===== src/rtl/chan_fifo_bridge_pkg.sv =====
`default_nettype none
// ============================================================================
// Module      : chan_fifo_bridge_pkg
// Description : Shared widths, channel offsets and helpers for the channel
//               FIFO bridge.
// Revision    : 1.0 - initial release
// ============================================================================
package chan_fifo_bridge_pkg;

    // Width of the comm block's channel address bus
    localparam int CHAN_ADDR_W   = 7;
    // Width of every data path through the bridge
    localparam int DATA_W        = 8;
    // The status channel sits this many addresses above the data channel
    localparam int STATUS_OFFSET = 1;

    // Clamp an occupancy value so it fits in one status byte
    function automatic logic [DATA_W-1:0] sat_to_byte(input logic [15:0] value);
        return (value > 16'h00FF) ? 8'hFF : value[DATA_W-1:0];
    endfunction

endpackage
`default_nettype wire


===== src/rtl/chan_fifo_bridge_if.sv =====
`default_nettype none
// ============================================================================
// Module      : chan_fifo_bridge_if
// Description : Channel-side and application-side signal bundle of the
//               bridge. The master modport is the environment (comm block
//               plus application logic); the slave modport is the bridge.
// Revision    : 1.0 - initial release
// ============================================================================
interface chan_fifo_bridge_if;
    import chan_fifo_bridge_pkg::*;

    // Comm block channel interface
    logic [CHAN_ADDR_W-1:0] chanAddr_in;
    logic [DATA_W-1:0]      chanData_in;
    logic                   chanWrite_in;
    logic                   chanGotRoom_out;
    logic [DATA_W-1:0]      chanData_out;
    logic                   chanRead_in;
    logic                   chanGotData_out;

    // Application side of the host-to-FPGA FIFO
    logic [DATA_W-1:0]      h2fData_out;
    logic                   h2fValid_out;
    logic                   h2fReady_in;

    // Application side of the FPGA-to-host FIFO
    logic [DATA_W-1:0]      f2hData_in;
    logic                   f2hValid_in;
    logic                   f2hReady_out;

    // Sticky protocol violation flag
    logic                   protoErr_out;

    modport master (
        output chanAddr_in, chanData_in, chanWrite_in, chanRead_in,
        output h2fReady_in, f2hData_in, f2hValid_in,
        input  chanGotRoom_out, chanData_out, chanGotData_out,
        input  h2fData_out, h2fValid_out, f2hReady_out, protoErr_out
    );

    modport slave (
        input  chanAddr_in, chanData_in, chanWrite_in, chanRead_in,
        input  h2fReady_in, f2hData_in, f2hValid_in,
        output chanGotRoom_out, chanData_out, chanGotData_out,
        output h2fData_out, h2fValid_out, f2hReady_out, protoErr_out
    );

endinterface
`default_nettype wire


===== src/rtl/chan_fifo_bridge_fifo_fwft.sv =====
`default_nettype none
// ============================================================================
// Module      : fifo_fwft
// Description : First-word-fall-through byte FIFO with 2^DEPTH_LOG2 entries.
//               The head entry is driven straight from storage; a push into
//               an empty FIFO shows up on the output the following cycle.
// Revision    : 1.0 - initial release
// ============================================================================
module fifo_fwft
    import chan_fifo_bridge_pkg::*;
#(
    parameter int DEPTH_LOG2 = 4
) (
    input  wire logic                  clk_in,
    input  wire logic                  reset_in,
    input  wire logic [DATA_W-1:0]     push_data_i,
    input  wire logic                  push_valid_i,
    output logic                       push_ready_o,
    output logic [DATA_W-1:0]          pop_data_o,
    output logic                       pop_valid_o,
    input  wire logic                  pop_ready_i,
    output logic [DEPTH_LOG2:0]        count_o
);

    localparam int                  C_DEPTH = 1 << DEPTH_LOG2;
    localparam logic [DEPTH_LOG2:0] C_FULL  = (DEPTH_LOG2+1)'(C_DEPTH);

    generate
        if ((DEPTH_LOG2 < 1) || (DEPTH_LOG2 > 8)) begin : g_depth_check
            $error("fifo_fwft: DEPTH_LOG2 must lie in 1..8");
        end
    endgenerate

    logic [DATA_W-1:0]     mem_q [C_DEPTH];
    logic [DEPTH_LOG2-1:0] wr_ptr_q, wr_ptr_d;
    logic [DEPTH_LOG2-1:0] rd_ptr_q, rd_ptr_d;
    logic [DEPTH_LOG2:0]   count_q,  count_d;

    logic w_full;
    logic w_empty;
    logic w_push;
    logic w_pop;

    assign w_full  = (count_q == C_FULL);
    assign w_empty = (count_q == '0);
    // Full blocks pushes and empty blocks pops; both may proceed together
    assign w_push  = push_valid_i & ~w_full;
    assign w_pop   = pop_ready_i  & ~w_empty;

    assign push_ready_o = ~w_full;
    assign pop_valid_o  = ~w_empty;
    assign pop_data_o   = mem_q[rd_ptr_q];
    assign count_o      = count_q;

    // Next pointer and occupancy values; pointers wrap at the FIFO depth
    always_comb begin
        wr_ptr_d = wr_ptr_q;
        rd_ptr_d = rd_ptr_q;
        count_d  = count_q;
        if (w_push) begin
            wr_ptr_d = wr_ptr_q + DEPTH_LOG2'(1);
        end
        if (w_pop) begin
            rd_ptr_d = rd_ptr_q + DEPTH_LOG2'(1);
        end
        case ({w_push, w_pop})
            2'b10:   count_d = count_q + (DEPTH_LOG2+1)'(1);
            2'b01:   count_d = count_q - (DEPTH_LOG2+1)'(1);
            default: count_d = count_q;
        endcase
    end

    // Pointer and occupancy registers; reset discards everything in flight
    always_ff @(posedge clk_in) begin
        if (reset_in) begin
            wr_ptr_q <= '0;
            rd_ptr_q <= '0;
            count_q  <= '0;
        end else begin
            wr_ptr_q <= wr_ptr_d;
            rd_ptr_q <= rd_ptr_d;
            count_q  <= count_d;
        end
    end

    // Storage write; contents are meaningless until the pointers cover them
    always_ff @(posedge clk_in) begin
        if (!reset_in && w_push) begin
            mem_q[wr_ptr_q] <= push_data_i;
        end
    end

endmodule
`default_nettype wire


===== src/rtl/chan_fifo_bridge.sv =====
`default_nettype none
// ============================================================================
// Module      : chan_fifo_bridge
// Description : Bridges one comm-block data channel (CHAN_ADDR) and its
//               status channel (CHAN_ADDR+1) onto a host-to-FPGA FIFO and an
//               FPGA-to-host FIFO, with a sticky protocol-error flag.
// Revision    : 1.0 - initial release
// ============================================================================
module chan_fifo_bridge
    import chan_fifo_bridge_pkg::*;
#(
    parameter logic [CHAN_ADDR_W-1:0] CHAN_ADDR  = 7'd0,
    parameter int                     DEPTH_LOG2 = 4
) (
    input  wire logic          clk_in,
    input  wire logic          reset_in,
    chan_fifo_bridge_if.slave  bus
);

    // Status channel address wraps within the 7-bit channel space
    localparam logic [CHAN_ADDR_W-1:0] C_STATUS_ADDR =
        CHAN_ADDR + CHAN_ADDR_W'(STATUS_OFFSET);

    logic w_sel_data;
    logic w_sel_status;

    logic                w_h2f_push_ready;
    logic [DATA_W-1:0]   w_h2f_head;
    logic                w_h2f_valid;
    logic [DEPTH_LOG2:0] w_h2f_count;

    logic                w_f2h_push_ready;
    logic [DATA_W-1:0]   w_f2h_head;
    logic                w_f2h_valid;
    logic [DEPTH_LOG2:0] w_f2h_count;

    logic [DATA_W-1:0]   w_status_byte;
    logic                w_got_room;
    logic                w_got_data;
    logic [DATA_W-1:0]   w_chan_data;

    logic protoErr_q, protoErr_d;

    assign w_sel_data   = (bus.chanAddr_in == CHAN_ADDR);
    assign w_sel_status = (bus.chanAddr_in == C_STATUS_ADDR);

    // Host writes on the data channel feed h2f; the application drains it
    fifo_fwft #(
        .DEPTH_LOG2 (DEPTH_LOG2)
    ) u_h2f (
        .clk_in       (clk_in),
        .reset_in     (reset_in),
        .push_data_i  (bus.chanData_in),
        .push_valid_i (w_sel_data & bus.chanWrite_in),
        .push_ready_o (w_h2f_push_ready),
        .pop_data_o   (w_h2f_head),
        .pop_valid_o  (w_h2f_valid),
        .pop_ready_i  (bus.h2fReady_in),
        .count_o      (w_h2f_count)
    );

    // The application fills f2h; host reads on the data channel drain it
    fifo_fwft #(
        .DEPTH_LOG2 (DEPTH_LOG2)
    ) u_f2h (
        .clk_in       (clk_in),
        .reset_in     (reset_in),
        .push_data_i  (bus.f2hData_in),
        .push_valid_i (bus.f2hValid_in),
        .push_ready_o (w_f2h_push_ready),
        .pop_data_o   (w_f2h_head),
        .pop_valid_o  (w_f2h_valid),
        .pop_ready_i  (w_sel_data & bus.chanRead_in),
        .count_o      (w_f2h_count)
    );

    assign w_status_byte = sat_to_byte(16'(w_h2f_count));

    // Channel-side output mux: data channel, status channel or unclaimed
    always_comb begin
        w_got_room  = 1'b0;
        w_got_data  = 1'b0;
        w_chan_data = '0;
        if (w_sel_data) begin
            w_got_room  = w_h2f_push_ready;
            w_got_data  = w_f2h_valid;
            w_chan_data = w_f2h_head;
        end else if (w_sel_status) begin
            w_got_room  = 1'b1;
            w_got_data  = 1'b1;
            w_chan_data = w_status_byte;
        end
    end

    // Flag a host write into a full h2f or a host read from an empty f2h
    always_comb begin
        protoErr_d = protoErr_q;
        if (w_sel_data && bus.chanWrite_in && !w_h2f_push_ready) begin
            protoErr_d = 1'b1;
        end
        if (w_sel_data && bus.chanRead_in && !w_f2h_valid) begin
            protoErr_d = 1'b1;
        end
    end

    // Sticky error register, cleared only by reset
    always_ff @(posedge clk_in) begin
        if (reset_in) begin
            protoErr_q <= 1'b0;
        end else begin
            protoErr_q <= protoErr_d;
        end
    end

    assign bus.chanGotRoom_out = w_got_room;
    assign bus.chanGotData_out = w_got_data;
    assign bus.chanData_out    = w_chan_data;
    assign bus.h2fData_out     = w_h2f_head;
    assign bus.h2fValid_out    = w_h2f_valid;
    assign bus.f2hReady_out    = w_f2h_push_ready;
    assign bus.protoErr_out    = protoErr_q;

endmodule
`default_nettype wire


===== src/flat_wrapper.sv =====
// flat-port wrapper written by rule: the top's interface ports become plain ports
module chan_fifo_bridge_flat import chan_fifo_bridge_pkg::*;
#(
    parameter logic [CHAN_ADDR_W-1:0] CHAN_ADDR  = 7'd0,
    parameter int                     DEPTH_LOG2 = 4
)
  (clk_in, reset_in, bus_chanAddr_in, bus_chanData_in, bus_chanWrite_in, bus_chanRead_in, bus_h2fReady_in, bus_f2hData_in, bus_f2hValid_in, bus_chanGotRoom_out, bus_chanData_out, bus_chanGotData_out, bus_h2fData_out, bus_h2fValid_out, bus_f2hReady_out, bus_protoErr_out);
  chan_fifo_bridge_if bus_i ();
  input  wire logic clk_in;
  input  wire logic reset_in;
  input wire logic [$bits(bus_i.chanAddr_in)-1:0] bus_chanAddr_in;
  input wire logic [$bits(bus_i.chanData_in)-1:0] bus_chanData_in;
  input wire logic [$bits(bus_i.chanWrite_in)-1:0] bus_chanWrite_in;
  input wire logic [$bits(bus_i.chanRead_in)-1:0] bus_chanRead_in;
  input wire logic [$bits(bus_i.h2fReady_in)-1:0] bus_h2fReady_in;
  input wire logic [$bits(bus_i.f2hData_in)-1:0] bus_f2hData_in;
  input wire logic [$bits(bus_i.f2hValid_in)-1:0] bus_f2hValid_in;
  output wire logic [$bits(bus_i.chanGotRoom_out)-1:0] bus_chanGotRoom_out;
  output wire logic [$bits(bus_i.chanData_out)-1:0] bus_chanData_out;
  output wire logic [$bits(bus_i.chanGotData_out)-1:0] bus_chanGotData_out;
  output wire logic [$bits(bus_i.h2fData_out)-1:0] bus_h2fData_out;
  output wire logic [$bits(bus_i.h2fValid_out)-1:0] bus_h2fValid_out;
  output wire logic [$bits(bus_i.f2hReady_out)-1:0] bus_f2hReady_out;
  output wire logic [$bits(bus_i.protoErr_out)-1:0] bus_protoErr_out;
  assign bus_i.chanAddr_in = bus_chanAddr_in;
  assign bus_i.chanData_in = bus_chanData_in;
  assign bus_i.chanWrite_in = bus_chanWrite_in;
  assign bus_i.chanRead_in = bus_chanRead_in;
  assign bus_i.h2fReady_in = bus_h2fReady_in;
  assign bus_i.f2hData_in = bus_f2hData_in;
  assign bus_i.f2hValid_in = bus_f2hValid_in;
  assign bus_chanGotRoom_out = bus_i.chanGotRoom_out;
  assign bus_chanData_out = bus_i.chanData_out;
  assign bus_chanGotData_out = bus_i.chanGotData_out;
  assign bus_h2fData_out = bus_i.h2fData_out;
  assign bus_h2fValid_out = bus_i.h2fValid_out;
  assign bus_f2hReady_out = bus_i.f2hReady_out;
  assign bus_protoErr_out = bus_i.protoErr_out;
  chan_fifo_bridge #(.CHAN_ADDR(CHAN_ADDR), .DEPTH_LOG2(DEPTH_LOG2)) u_core (.clk_in(clk_in), .reset_in(reset_in), .bus(bus_i));
endmodule

===== config.mk =====
export PLATFORM = sky130hd
export DESIGN_NAME = chan_fifo_bridge_flat
export DESIGN_NICKNAME = d
export VERILOG_FILES = /design/src/rtl/chan_fifo_bridge_pkg.sv /design/src/rtl/chan_fifo_bridge_if.sv /design/src/rtl/chan_fifo_bridge_fifo_fwft.sv /design/src/rtl/chan_fifo_bridge.sv /design/src/flat_wrapper.sv
export SDC_FILE = /design/constraint.sdc
export NUM_CORES = 1
export LEC_CHECK = 0
export CORE_ASPECT_RATIO = 1.2
export CORE_UTILIZATION = 60
export CTS_CLUSTER_DIAMETER = 40
export CTS_CLUSTER_SIZE = 24
export DETAILED_ROUTE_END_ITERATION = 6
export GPL_ROUTABILITY_DRIVEN = 0
export PLACE_DENSITY = 0.79
export SETUP_SLACK_MARGIN = 0.4
export SYNTH_ARGS = -nofsm -noshare
export SYNTH_HDL_FRONTEND = slang
export SYNTH_HIERARCHICAL = 1
export SYNTH_SLANG_ARGS = --single-unit

===== constraint.sdc =====
create_clock -name clk_in -period 4.7 [get_ports clk_in]
set_input_delay 0.94 -clock clk_in [delete_from_list [all_inputs] [get_ports clk_in]]
set_output_delay 0.94 -clock clk_in [all_outputs]
set_load 0.02 [all_outputs]

==> results.md <==
* Setup violations, final at 0
* Hold buffers post-CTS at 0
* Combinational Power Share at 0.025
* Vias per cell at 6.04
* RR Endpoint: u_core/u_h2f/count_o[4]
* Most common cell after layout, fill and taps aside: edfxtp_1
* Reg2reg setup slack at 1.64 ns
* Initial DRC Count at 385
* Final std cell area, no fill at 13500 um2
* Sink Count at 291
* Root Buffer: clkbuf_16
* Part of the power in the clock network at 0.443
* Mapped cell area at 11800 um2
* Skew final at 0.0229 ns
* Vias in the first global route at 6511
* Net Count, Synth at 709
* DR vias at 6063
* CTS resizes at 0
* Reg2Reg Depth at 10
* Pwr Density at 393 nW/um2
* Peak supply drop at 0.000393 V
* Reg2reg start: u_core/u_h2f/count_o[0]
* Worst hold slack at 0.490 ns
* Die ar. at 20200 um2
* RSZ-0062 raised after global routing: no
* Die height at 155 um
* Die width at 130 um
* Register share of total power at 0.532
* Maximum level of the CTS H-tree at 1
* Antenna violations before repair at 0
* Internal at 4.21 mW
* Fraction of layout cells with a size suffix above 1 at 0.202
* I/O Buffers at 49
* Max cap viols at 0
* Antenna fix cells at 0
* Switching power at 1.11 mW
* GR Util All Layers at 0.248
* Rows at 55
* Hpwl dp at 15200 um
* Post-DRT Antenna Nets at 0
* Routed WL at 23600 um
* Critical path endpoint: bus_h2fData_out[2]
* Worst slew margin at 0.304
* Max Clk Rate at 248 MHz
* CP endpoint kind: output port
* Post-Syn Area per Cell at 17.8 um2
* Maximum clock insertion buffer count at 3
* Num CTS Buffers at 29
* Slew @ Worst Pin at 1.04 ns
* Top Ports at 50
* YS warnings at 6
* Worst-Skew Late Latency at 0.54 ns
* Layout fillers at 1175
* Worst hold stages at 2
* Min Tclk post-route at 4.03 ns
* Commonest cells after routing, fill and taps aside: edfxtp_1, nor2_1, mux4_2
* Placed Area at 12500 um2
* Core ar. at 19000 um2
* Yosys top cell by area: edfxtp_1
* Initial core utilization at 0.619
* Max FO, Critical Path at 21
* Outcome: completed
* CP arrival at 3.09 ns
* Leakage power at 4.41 nW
* Net Sw Frac at 0.208
* Mapped Cells at 660
* CTS tree: done
* Final hold violations at 0
* Final Total Pwr at 5.31 mW
* Distinct cell type count after synthesis at 38
* DRC errors left at 0
* Required @ worst endpoint at 3.76 ns
* Congestion Overflow GR at 0
* Setup TNS at 0 ns
* Synthesis-to-layout area growth at 15.1%
* HP Class: reg -> reg
* Largest net degree at the start of global routing at 33
* Critical path type: reg -> out
* Synth Register Bits at 291
* Slew Viols, Final at 0
* Clock transition at path regs at 0.06 ns
* Routed length per placed instance at 23.6 um
* Nature of the critical path startpoint: flip-flop
* Top cells by area, synth: edfxtp_1, mux4_2, dfxtp_1, nor2_1, a22oi_1
* Setup Fix Bufs, Post-CTS at 0
* Top cell type's share of synthesized area at 0.654
* Multi-input gate area at 3150 um2
* Crit share post-route at 0.857
* Sequential area share after synthesis at 0.713
* Sequential cell area at 8390 um2
* TritonRoute pass-1 iters at 5
* Global-route wire length before repair at 36400 um
* Final net count at 774
-- cells by family (layout without fill, tap and decap cells) --
kind of cell | count (synthesis) | in the layout | synth area share
AND/OR/NAND/NOR | 154 | 154 | 0.0607
flip-flops | 291 | 291 | 0.713
multiplexers | 79 | 79 | 0.136
adder cells (fa/ha/maj) | 20 | 20 | 0.0226
buffers and inverters | 48 | 135 | 0.0188
AO/OA/AOI/OAI | 54 | 54 | 0.0382
XOR/XNOR | 14 | 14 | 0.0104
-- per-stage QoR --
step	util	setup WS [ns]	cells
5_1_grt	0.712	0.512	1003
3_3_place_gp	0.660	0.456	950
6_report	0.712	0.673	1003
4_1_cts	0.712	0.657	1003
3_5_place_dp	0.660	0.314	950
2_1_floorplan	-	1.14	660
-- metal layers --
layer	up-vias	GRT usage	routed length, um	part of all wire
met5	-	0	0	0
met4	0	0.0919	729	0.031
met3	43	0.0303	888	0.038
met2	158	0.468	13400	0.57
met1	3160	0.285	8600	0.36
li1	2702	-	-	-
-- power groups by stage --
stage                     clock network [mW]  registers (mW)  logic, mW
final                                   2.35            2.83      0.131
after global routing                    2.48            2.83      0.144
after CTS                               2.39            2.83      0.133
after detailed placement                   0            2.89      0.133
after global placement                     0            2.88      0.126
after floorplan                            0            2.88     0.0571
-- cell usage after synthesis (all sizes together) --
cell type	instances
a21boi	2
a21o	2
a21oi	8
a22oi	33
and2	2
and3	2
buf	20
clkbuf	10
dfxtp	35
edfxtp	256
fa	2
ha	18
inv	18
mux2	4
mux2i	11
mux4	64
nand2	33
nand2b	5
nand4	2
nor2	86
nor2b	6
nor3b	5
nor4	5
nor4bb	2
o211ai	6
o21ai	2
o41ai	1
or3	4
or4	2
xnor2	2
xor2	12
-- how the worst min path moves through the flow --
stage,from,endpoint
global route,u_core/bus.protoErr_out,u_core/bus.protoErr_out
CTS,u_core/bus.protoErr_out,u_core/bus.protoErr_out
detailed placement,u_core/bus.protoErr_out,u_core/bus.protoErr_out
floorplan,u_core/u_f2h/rd_ptr_q[3],flip-flop
global placement,u_core/bus.protoErr_out,u_core/bus.protoErr_out
finish,u_core/bus.protoErr_out,u_core/bus.protoErr_out
-- worst max-delay path, cell delays in order, from the launching register on --
cell             delay [ns]
dfxtp_1                1.00
buf_4                  0.31
mux4_2                 0.30
a22oi_1                0.26
nand2_1                0.12
clkdlybuf4s50_1        0.55
-- registers in the layout (all words and copies together) (netlist names), named ones only --
signal	flops
u_core/bus.protoErr_out	1
u_core/u_h2f/mem_q	128
u_core/u_f2h/mem_q	128
u_core/u_f2h/wr_ptr_q	4
u_core/u_f2h/rd_ptr_q	4
u_core/u_h2f/wr_ptr_q	4
u_core/u_h2f/count_o	5
u_core/u_f2h/count_o	5
u_core/u_h2f/rd_ptr_q	4
-- final cells by class --
class / count / area share
Clock inverter: 21 / 0.0187
Inverter: 18 / 0.00499
Tap cell: 256 / 0.0237
Sequential cell: 291 / 0.620
Timing Repair Buffer: 64 / 0.0455
Clock buffer: 32 / 0.0545
Multi-Input combinational cell: 321 / 0.233
(Power assumes the default switching activity.)
